==> src/rtl/pad_serial_pkg.sv <==
// Shared state encoding, default bit timing and frame-length constants for pad_serial_xcvr.
// Defining PAD_SERIAL_PARITY_EN adds an even-parity bit between data bit 7 and the stop bit.
package pad_serial_pkg;

  localparam int DEF_CLKS_PER_BIT = 16;
  localparam int DEF_TURN_CYCLES  = 2;

  localparam int DATA_BITS = 8;
`ifdef PAD_SERIAL_PARITY_EN
  localparam int PAYLOAD_BITS = DATA_BITS + 1;
`else
  localparam int PAYLOAD_BITS = DATA_BITS;
`endif
  // start + payload + stop
  localparam int FRAME_BITS = PAYLOAD_BITS + 2;

  typedef logic [2:0] state_t;

  localparam state_t ST_IDLE     = 3'd0;
  localparam state_t ST_TX_START = 3'd1;
  localparam state_t ST_TX_DATA  = 3'd2;
  localparam state_t ST_TX_STOP  = 3'd3;
  localparam state_t ST_TX_TURN  = 3'd4;
  localparam state_t ST_RX_START = 3'd5;
  localparam state_t ST_RX_DATA  = 3'd6;
  localparam state_t ST_RX_STOP  = 3'd7;

  function automatic logic even_parity(input logic [DATA_BITS-1:0] d);
    return ^d;
  endfunction

endpackage

==> src/rtl/pad_serial_xcvr_sync.sv <==
// Two-flop synchronizer for the asynchronous pad input plus a falling-edge strobe.
// Flops reset to 1 so the idle-high line never produces a spurious edge after reset.
module pad_sync (
  input  logic clk,
  input  logic reset,
  input  logic pad_di,
  output logic sync_o,
  output logic fall_o
);

  logic meta_q, meta_d;
  logic sync_q, sync_d;
  logic prev_q, prev_d;

  always_comb begin
    meta_d = pad_di;
    sync_d = meta_q;
    prev_d = sync_q;
  end

  always_ff @(posedge clk) begin
    if (reset) begin
      meta_q <= 1'b1;
      sync_q <= 1'b1;
      prev_q <= 1'b1;
    end else begin
      meta_q <= meta_d;
      sync_q <= sync_d;
      prev_q <= prev_d;
    end
  end

  assign sync_o = sync_q;
  assign fall_o = prev_q & ~sync_q;

endmodule

==> src/rtl/pad_serial_xcvr.sv <==
// Half-duplex single-pin serial transceiver driving a bidirectional pad cell (DO/OEN/DI).
// PAD_SERIAL_PARITY_EN compiles in an even-parity bit on both transmit and receive.
module pad_serial_xcvr
  import pad_serial_pkg::*;
#(
  parameter int CLKS_PER_BIT = DEF_CLKS_PER_BIT,
  parameter int TURN_CYCLES  = DEF_TURN_CYCLES
) (
  input  logic       clk,
  input  logic       reset,
  input  logic [7:0] tx_data,
  input  logic       tx_valid,
  output logic       tx_ready,
  output logic [7:0] rx_data,
  output logic       rx_valid,
  output logic       rx_err,
  output logic       pad_do,
  output logic       pad_oen,
  input  logic       pad_di
);

  localparam int BIT_CNT_W  = $clog2(CLKS_PER_BIT);
  localparam int TURN_CNT_W = $clog2(TURN_CYCLES + 1);
  // One counter serves bit timing and the turnaround hold, so size it for the larger.
  localparam int CNT_W = (BIT_CNT_W > TURN_CNT_W) ? BIT_CNT_W : TURN_CNT_W;

  localparam logic [CNT_W-1:0] BIT_LAST  = CNT_W'(CLKS_PER_BIT - 1);
  localparam logic [CNT_W-1:0] HALF_LAST = CNT_W'(CLKS_PER_BIT / 2 - 1);
  localparam logic [CNT_W-1:0] TURN_LAST = CNT_W'(TURN_CYCLES - 1);
  localparam logic [3:0]       PAY_LAST  = 4'(PAYLOAD_BITS - 1);

  state_t                  state_q, state_d;
  logic [CNT_W-1:0]        cnt_q, cnt_d;
  logic [3:0]              idx_q, idx_d;
  logic [PAYLOAD_BITS-1:0] tx_shift_q, tx_shift_d;
  logic [PAYLOAD_BITS-1:0] rx_shift_q, rx_shift_d;
  logic [7:0]              rx_data_q, rx_data_d;
  logic                    rx_valid_q, rx_valid_d;
  logic                    rx_err_q, rx_err_d;
  logic                    pad_do_q, pad_do_d;
  logic                    pad_oen_q, pad_oen_d;

  logic                    rx_sync;
  logic                    rx_fall;
  logic                    rx_par_ok;
  logic [PAYLOAD_BITS-1:0] tx_payload;

  pad_sync u_sync (
    .clk    (clk),
    .reset  (reset),
    .pad_di (pad_di),
    .sync_o (rx_sync),
    .fall_o (rx_fall)
  );

`ifdef PAD_SERIAL_PARITY_EN
  assign tx_payload = {even_parity(tx_data), tx_data};
  assign rx_par_ok  = (rx_shift_q[DATA_BITS] == even_parity(rx_shift_q[DATA_BITS-1:0]));
`else
  assign tx_payload = tx_data;
  assign rx_par_ok  = 1'b1;
`endif

  assign tx_ready = (state_q == ST_IDLE);

  always_comb begin
    state_d    = state_q;
    cnt_d      = cnt_q + 1'b1;
    idx_d      = idx_q;
    tx_shift_d = tx_shift_q;
    rx_shift_d = rx_shift_q;
    rx_data_d  = rx_data_q;
    rx_valid_d = 1'b0;
    rx_err_d   = 1'b0;
    pad_do_d   = pad_do_q;
    pad_oen_d  = pad_oen_q;

    case (state_q)
      ST_IDLE: begin
        cnt_d     = '0;
        idx_d     = '0;
        pad_do_d  = 1'b1;
        pad_oen_d = 1'b0;
        // A handshake beats a start edge seen in the same cycle.
        if (tx_valid && tx_ready) begin
          state_d    = ST_TX_START;
          tx_shift_d = tx_payload;
          pad_oen_d  = 1'b1;
          pad_do_d   = 1'b0;
        end else if (rx_fall) begin
          state_d = ST_RX_START;
        end
      end

      ST_TX_START: begin
        if (cnt_q == BIT_LAST) begin
          state_d    = ST_TX_DATA;
          cnt_d      = '0;
          pad_do_d   = tx_shift_q[0];
          tx_shift_d = {1'b1, tx_shift_q[PAYLOAD_BITS-1:1]};
        end
      end

      ST_TX_DATA: begin
        if (cnt_q == BIT_LAST) begin
          cnt_d = '0;
          if (idx_q == PAY_LAST) begin
            state_d  = ST_TX_STOP;
            pad_do_d = 1'b1;
          end else begin
            idx_d      = idx_q + 1'b1;
            pad_do_d   = tx_shift_q[0];
            tx_shift_d = {1'b1, tx_shift_q[PAYLOAD_BITS-1:1]};
          end
        end
      end

      ST_TX_STOP: begin
        if (cnt_q == BIT_LAST) begin
          state_d = ST_TX_TURN;
          cnt_d   = '0;
        end
      end

      // Hold the line driven high briefly so the far end sees a clean stop before release.
      ST_TX_TURN: begin
        if (cnt_q == TURN_LAST) begin
          state_d   = ST_IDLE;
          cnt_d     = '0;
          pad_oen_d = 1'b0;
        end
      end

      ST_RX_START: begin
        if (cnt_q == HALF_LAST) begin
          cnt_d   = '0;
          state_d = rx_sync ? ST_IDLE : ST_RX_DATA;
        end
      end

      ST_RX_DATA: begin
        if (cnt_q == BIT_LAST) begin
          cnt_d      = '0;
          rx_shift_d = {rx_sync, rx_shift_q[PAYLOAD_BITS-1:1]};
          if (idx_q == PAY_LAST) begin
            state_d = ST_RX_STOP;
          end else begin
            idx_d = idx_q + 1'b1;
          end
        end
      end

      ST_RX_STOP: begin
        if (cnt_q == BIT_LAST) begin
          state_d = ST_IDLE;
          cnt_d   = '0;
          if (rx_sync && rx_par_ok) begin
            rx_data_d  = rx_shift_q[7:0];
            rx_valid_d = 1'b1;
          end else begin
            rx_err_d = 1'b1;
          end
        end
      end

      default: begin
        state_d   = ST_IDLE;
        cnt_d     = '0;
        pad_do_d  = 1'b1;
        pad_oen_d = 1'b0;
      end
    endcase
  end

  always_ff @(posedge clk) begin
    if (reset) begin
      state_q    <= ST_IDLE;
      cnt_q      <= '0;
      idx_q      <= '0;
      rx_data_q  <= '0;
      rx_valid_q <= 1'b0;
      rx_err_q   <= 1'b0;
      pad_do_q   <= 1'b1;
      pad_oen_q  <= 1'b0;
    end else begin
      state_q    <= state_d;
      cnt_q      <= cnt_d;
      idx_q      <= idx_d;
      rx_data_q  <= rx_data_d;
      rx_valid_q <= rx_valid_d;
      rx_err_q   <= rx_err_d;
      pad_do_q   <= pad_do_d;
      pad_oen_q  <= pad_oen_d;
    end
  end

  // Shift registers are always fully loaded before use and need no reset.
  always_ff @(posedge clk) begin
    tx_shift_q <= tx_shift_d;
    rx_shift_q <= rx_shift_d;
  end

  assign rx_data  = rx_data_q;
  assign rx_valid = rx_valid_q;
  assign rx_err   = rx_err_q;
  assign pad_do   = pad_do_q;
  assign pad_oen  = pad_oen_q;

endmodule

==> config.mk <==
export PLATFORM = sky130hd
export DESIGN_NAME = pad_serial_xcvr
export DESIGN_NICKNAME = d
export VERILOG_FILES = /design/src/rtl/pad_serial_pkg.sv /design/src/rtl/pad_serial_xcvr_sync.sv /design/src/rtl/pad_serial_xcvr.sv
export SDC_FILE = /design/constraint.sdc
export NUM_CORES = 1
export LEC_CHECK = 0
export ABC_AREA = 0
export BUFFER_PORTS_ARGS = -buffer_cell sky130_fd_sc_hd__buf_4
export CORE_ASPECT_RATIO = 0.8
export CORE_MARGIN = 5
export CORE_UTILIZATION = 45
export DETAILED_ROUTE_END_ITERATION = 12
export HOLD_SLACK_MARGIN = 0.15
export PLACE_DENSITY_LB_ADDON = 0.15
export SLEW_MARGIN = 20
export SYNTH_ARGS = -nofsm -noshare
export SYNTH_HDL_FRONTEND = slang
export SYNTH_HIERARCHICAL = 1
export SYNTH_SLANG_ARGS = --single-unit
==> constraint.sdc <==
create_clock -name clk -period 2.2 [get_ports clk]
set_input_delay 0.33 -clock clk [delete_from_list [all_inputs] [get_ports clk]]
set_output_delay 0.33 -clock clk [all_outputs]
set_load 0.03 [all_outputs]
==> metrics.yaml <==
status:
  status: "completed"
cells_and_area:
  syn_to_final_growth_pct: 18.7
  layout.nets: 208
  drive_above_1_share: 0.227
  multiInputGateArea_sq_um: 751
  fill_cells: 344
  fin_area_sq_um: 2140
  antennaDiodeCount: 0
  seq_area_sq_um: 1000
placement:
  port_buffers: 24
  gp_congestion: 0.857
  dp_hpwl_mm: 2.21
  placed_area_sq_um: 2050
timing:
  max_freq_mhz: 514
  tns_ps: 0
  max_slew_margin: 0.584
  fin_crit_sh: 0.884
  final.min_clock_period_ps: 1950
  finalMaxSlewViolations: 0
  rsz0062_at_grt: "false"
  finalSetupViolCount: 0
  tightest_slew_ps: 623
  hold_viol: 0
  finClkSkew_ps: 6.98
clock_tree:
  cts_tree: "yes"
  ctsHtreeMaxLevel: 2
  cts_resized: 0
  clockRootBuffer: "clkbuf_8"
  clkTransAtPathRegs_ps: 80
  cts.sinks: 42
  clkLatencyLatePin_ps: 290
  postCtsHoldBufs: 0
  post_cts.repair.setup_buffers: 0
  cts_made_buffers: 5
  cts_buffer_depth: 2
drt:
  vias: 1248
  drt_iter0_drc: 59
  drt-vias-per-instance: 5.01
  drtPass1Iterations: 4
  postRouteAntennaNets: 0
  drc: 0
  wl_per_cell_um: 12.8
  routed_wl_mm: 3.20
logic_synthesis:
  yosysSeqAreaShare: 0.556
  syn_inst: 166
  yosysTopAreaCell: "dfxtp_1"
  synth_edf_count: 16
  syn_area_sq_um: 1800
  syn-num-nets: 181
  synth_commonest_cells: "dfxtp_1, nor2_1, edfxtp_1, nand2_1, mux2i_1"
  ys_async_sr_fraction: 0
  synth_cell_types: 40
  synth_top_cell_area_share: 0.289
  ys_ff_latch: 42
  synth_area_leaders: "dfxtp_1, edfxtp_1, mux2i_1"
  ys_warn_count: 6
  synth_top_flop_cell: "dfxtp_1"
  syn_avg_cell_area_sq_um: 10.8
  yosysMostFrequentCell: "dfxtp_1"
die:
  dieArea_sq_um: 5370
  fp-row-count: 20
  die_h_um: 66.6
  start_util: 0.470
  fp.dieW_um: 80.7
  core_area_sq_um: 3830
  ios: 25
global_routing:
  grt_max_degree: 25
  overflow: 0
  grt_use_total: 0.131
  grt_pass1_wl_mm: 5.35
  grt_pass1_vias: 1212
  antenna_found_initial: 0
setup_path:
  arrival_ps: 2180
  cp.required_ps: 2430
  reg2reg_slack_ps: 250
  end_kind: "register"
  crit_fanout: 7
  critPathKind: "reg2reg"
  startpoint_type: "register"
run:
  drv_cap: 0
power_and_ir_drop:
  p_leak_nw: 0.853
  ir_worst_vdd_v: 0.000724
  power_density_nw_per_um2: 1050
worst_hold_path:
  worstHoldPathType: "in2reg"
kinds of logic after synthesis:
| kind of cell | count (synthesis) | share of synthesized area |
|---|---|---|
| flops | 42 | 0.556 |
| buf+inv | 11 | 0.0264 |
| simple gates | 65 | 0.188 |
| compound gates | 24 | 0.0890 |
| xor+xnor | 4 | 0.0195 |
| fa+ha+maj | 4 | 0.0264 |
| mux | 16 | 0.0939 |
cells in the final DEF, fill, tap and decap left out, drive strengths merged, types with 3 or more instances in the layout:
| cell | synthesis | routed |
|---|---|---|
| buf | 5 | 29 |
| dfxtp | 26 | 26 |
| nor2 | 22 | 22 |
| edfxtp | 16 | 16 |
| nand2 | 10 | 10 |
| a21oi | 10 | 10 |
| mux2i | 9 | 9 |
| mux2 | 7 | 7 |
| o21ai | 6 | 6 |
| nand2b | 5 | 5 |
| nand3 | 5 | 5 |
| clkbuf | 4 | 5 |
| nor3 | 5 | 5 |
| or2 | 4 | 4 |
| xnor2 | 3 | 3 |
| ha | 3 | 3 |
worst max-delay path, cell delays in order, from the launching register on:
cell and delay, ps:
dfxtp_1 390, ha_1 250, and3_1 320, and2_1 220, o21ai_2 80, or4_1 500, a21oi_1 130
flip-flops by register name (all words and copies together), names as in the netlist:
register       count
u_sync/sync_o      1
state_q            3
pad_do             1
pad_oen            1
idx_q              4
rx_shift_q         8
tx_shift_q         8
rx_err             1
rx_data            8
u_sync/meta_q      1
rx_valid           1
cnt_q              4
u_sync/prev_q      1
worst paths after layout:
kind | startpoint | end | cells after the start
setup / recovery | cnt_q[0] | state_q[2] | 6
hold / removal | pad_di | u_sync/meta_q | 2
setup reg to reg | cnt_q[0] | state_q[2] | 6
hold reg to reg | u_sync/meta_q | u_sync/sync_o | 1
per-stage QoR:
step / setup WS, ps / util / power (mW) / hold slack, ps / instances
after floorplan: 120 / - / 1.57 / 385 / 166
after global placement: 320 / 0.534 / 1.74 / 393 / 241
after detailed placement: 274 / 0.534 / 1.76 / 398 / 241
after CTS: 253 / 0.558 / 2.26 / 211 / 249
after global routing: 84.2 / 0.558 / 2.38 / 211 / 249
final: 255 / 0.558 / 2.24 / 216 / 249
report_power, final:
group          internal, mW  total (mW)  switching [mW]  leakage [nW]
combinational         0.293       0.666           0.373         0.450
sequential            0.956        1.08           0.120         0.359
clock                 0.223       0.493           0.270        0.0441
area by class of cell:
type,instances,share of cell area
sequential,42,0.469
multi-input combinational,113,0.351
timing repair buffer,29,0.102
clock buffer,5,0.0322
tap,55,0.0322
clock inverter,3,0.00996
inverter,2,0.00351
metal layers:
metal	vias up	global-route usage	wire [um]
met5	-	0	0
met4	0	0.0570	35
met2	26	0.206	1410
met1	574	0.165	1620
li1	644	-	-
met3	4	0.0405	135
No activity file was read; power rests on OpenSTA's default activity.
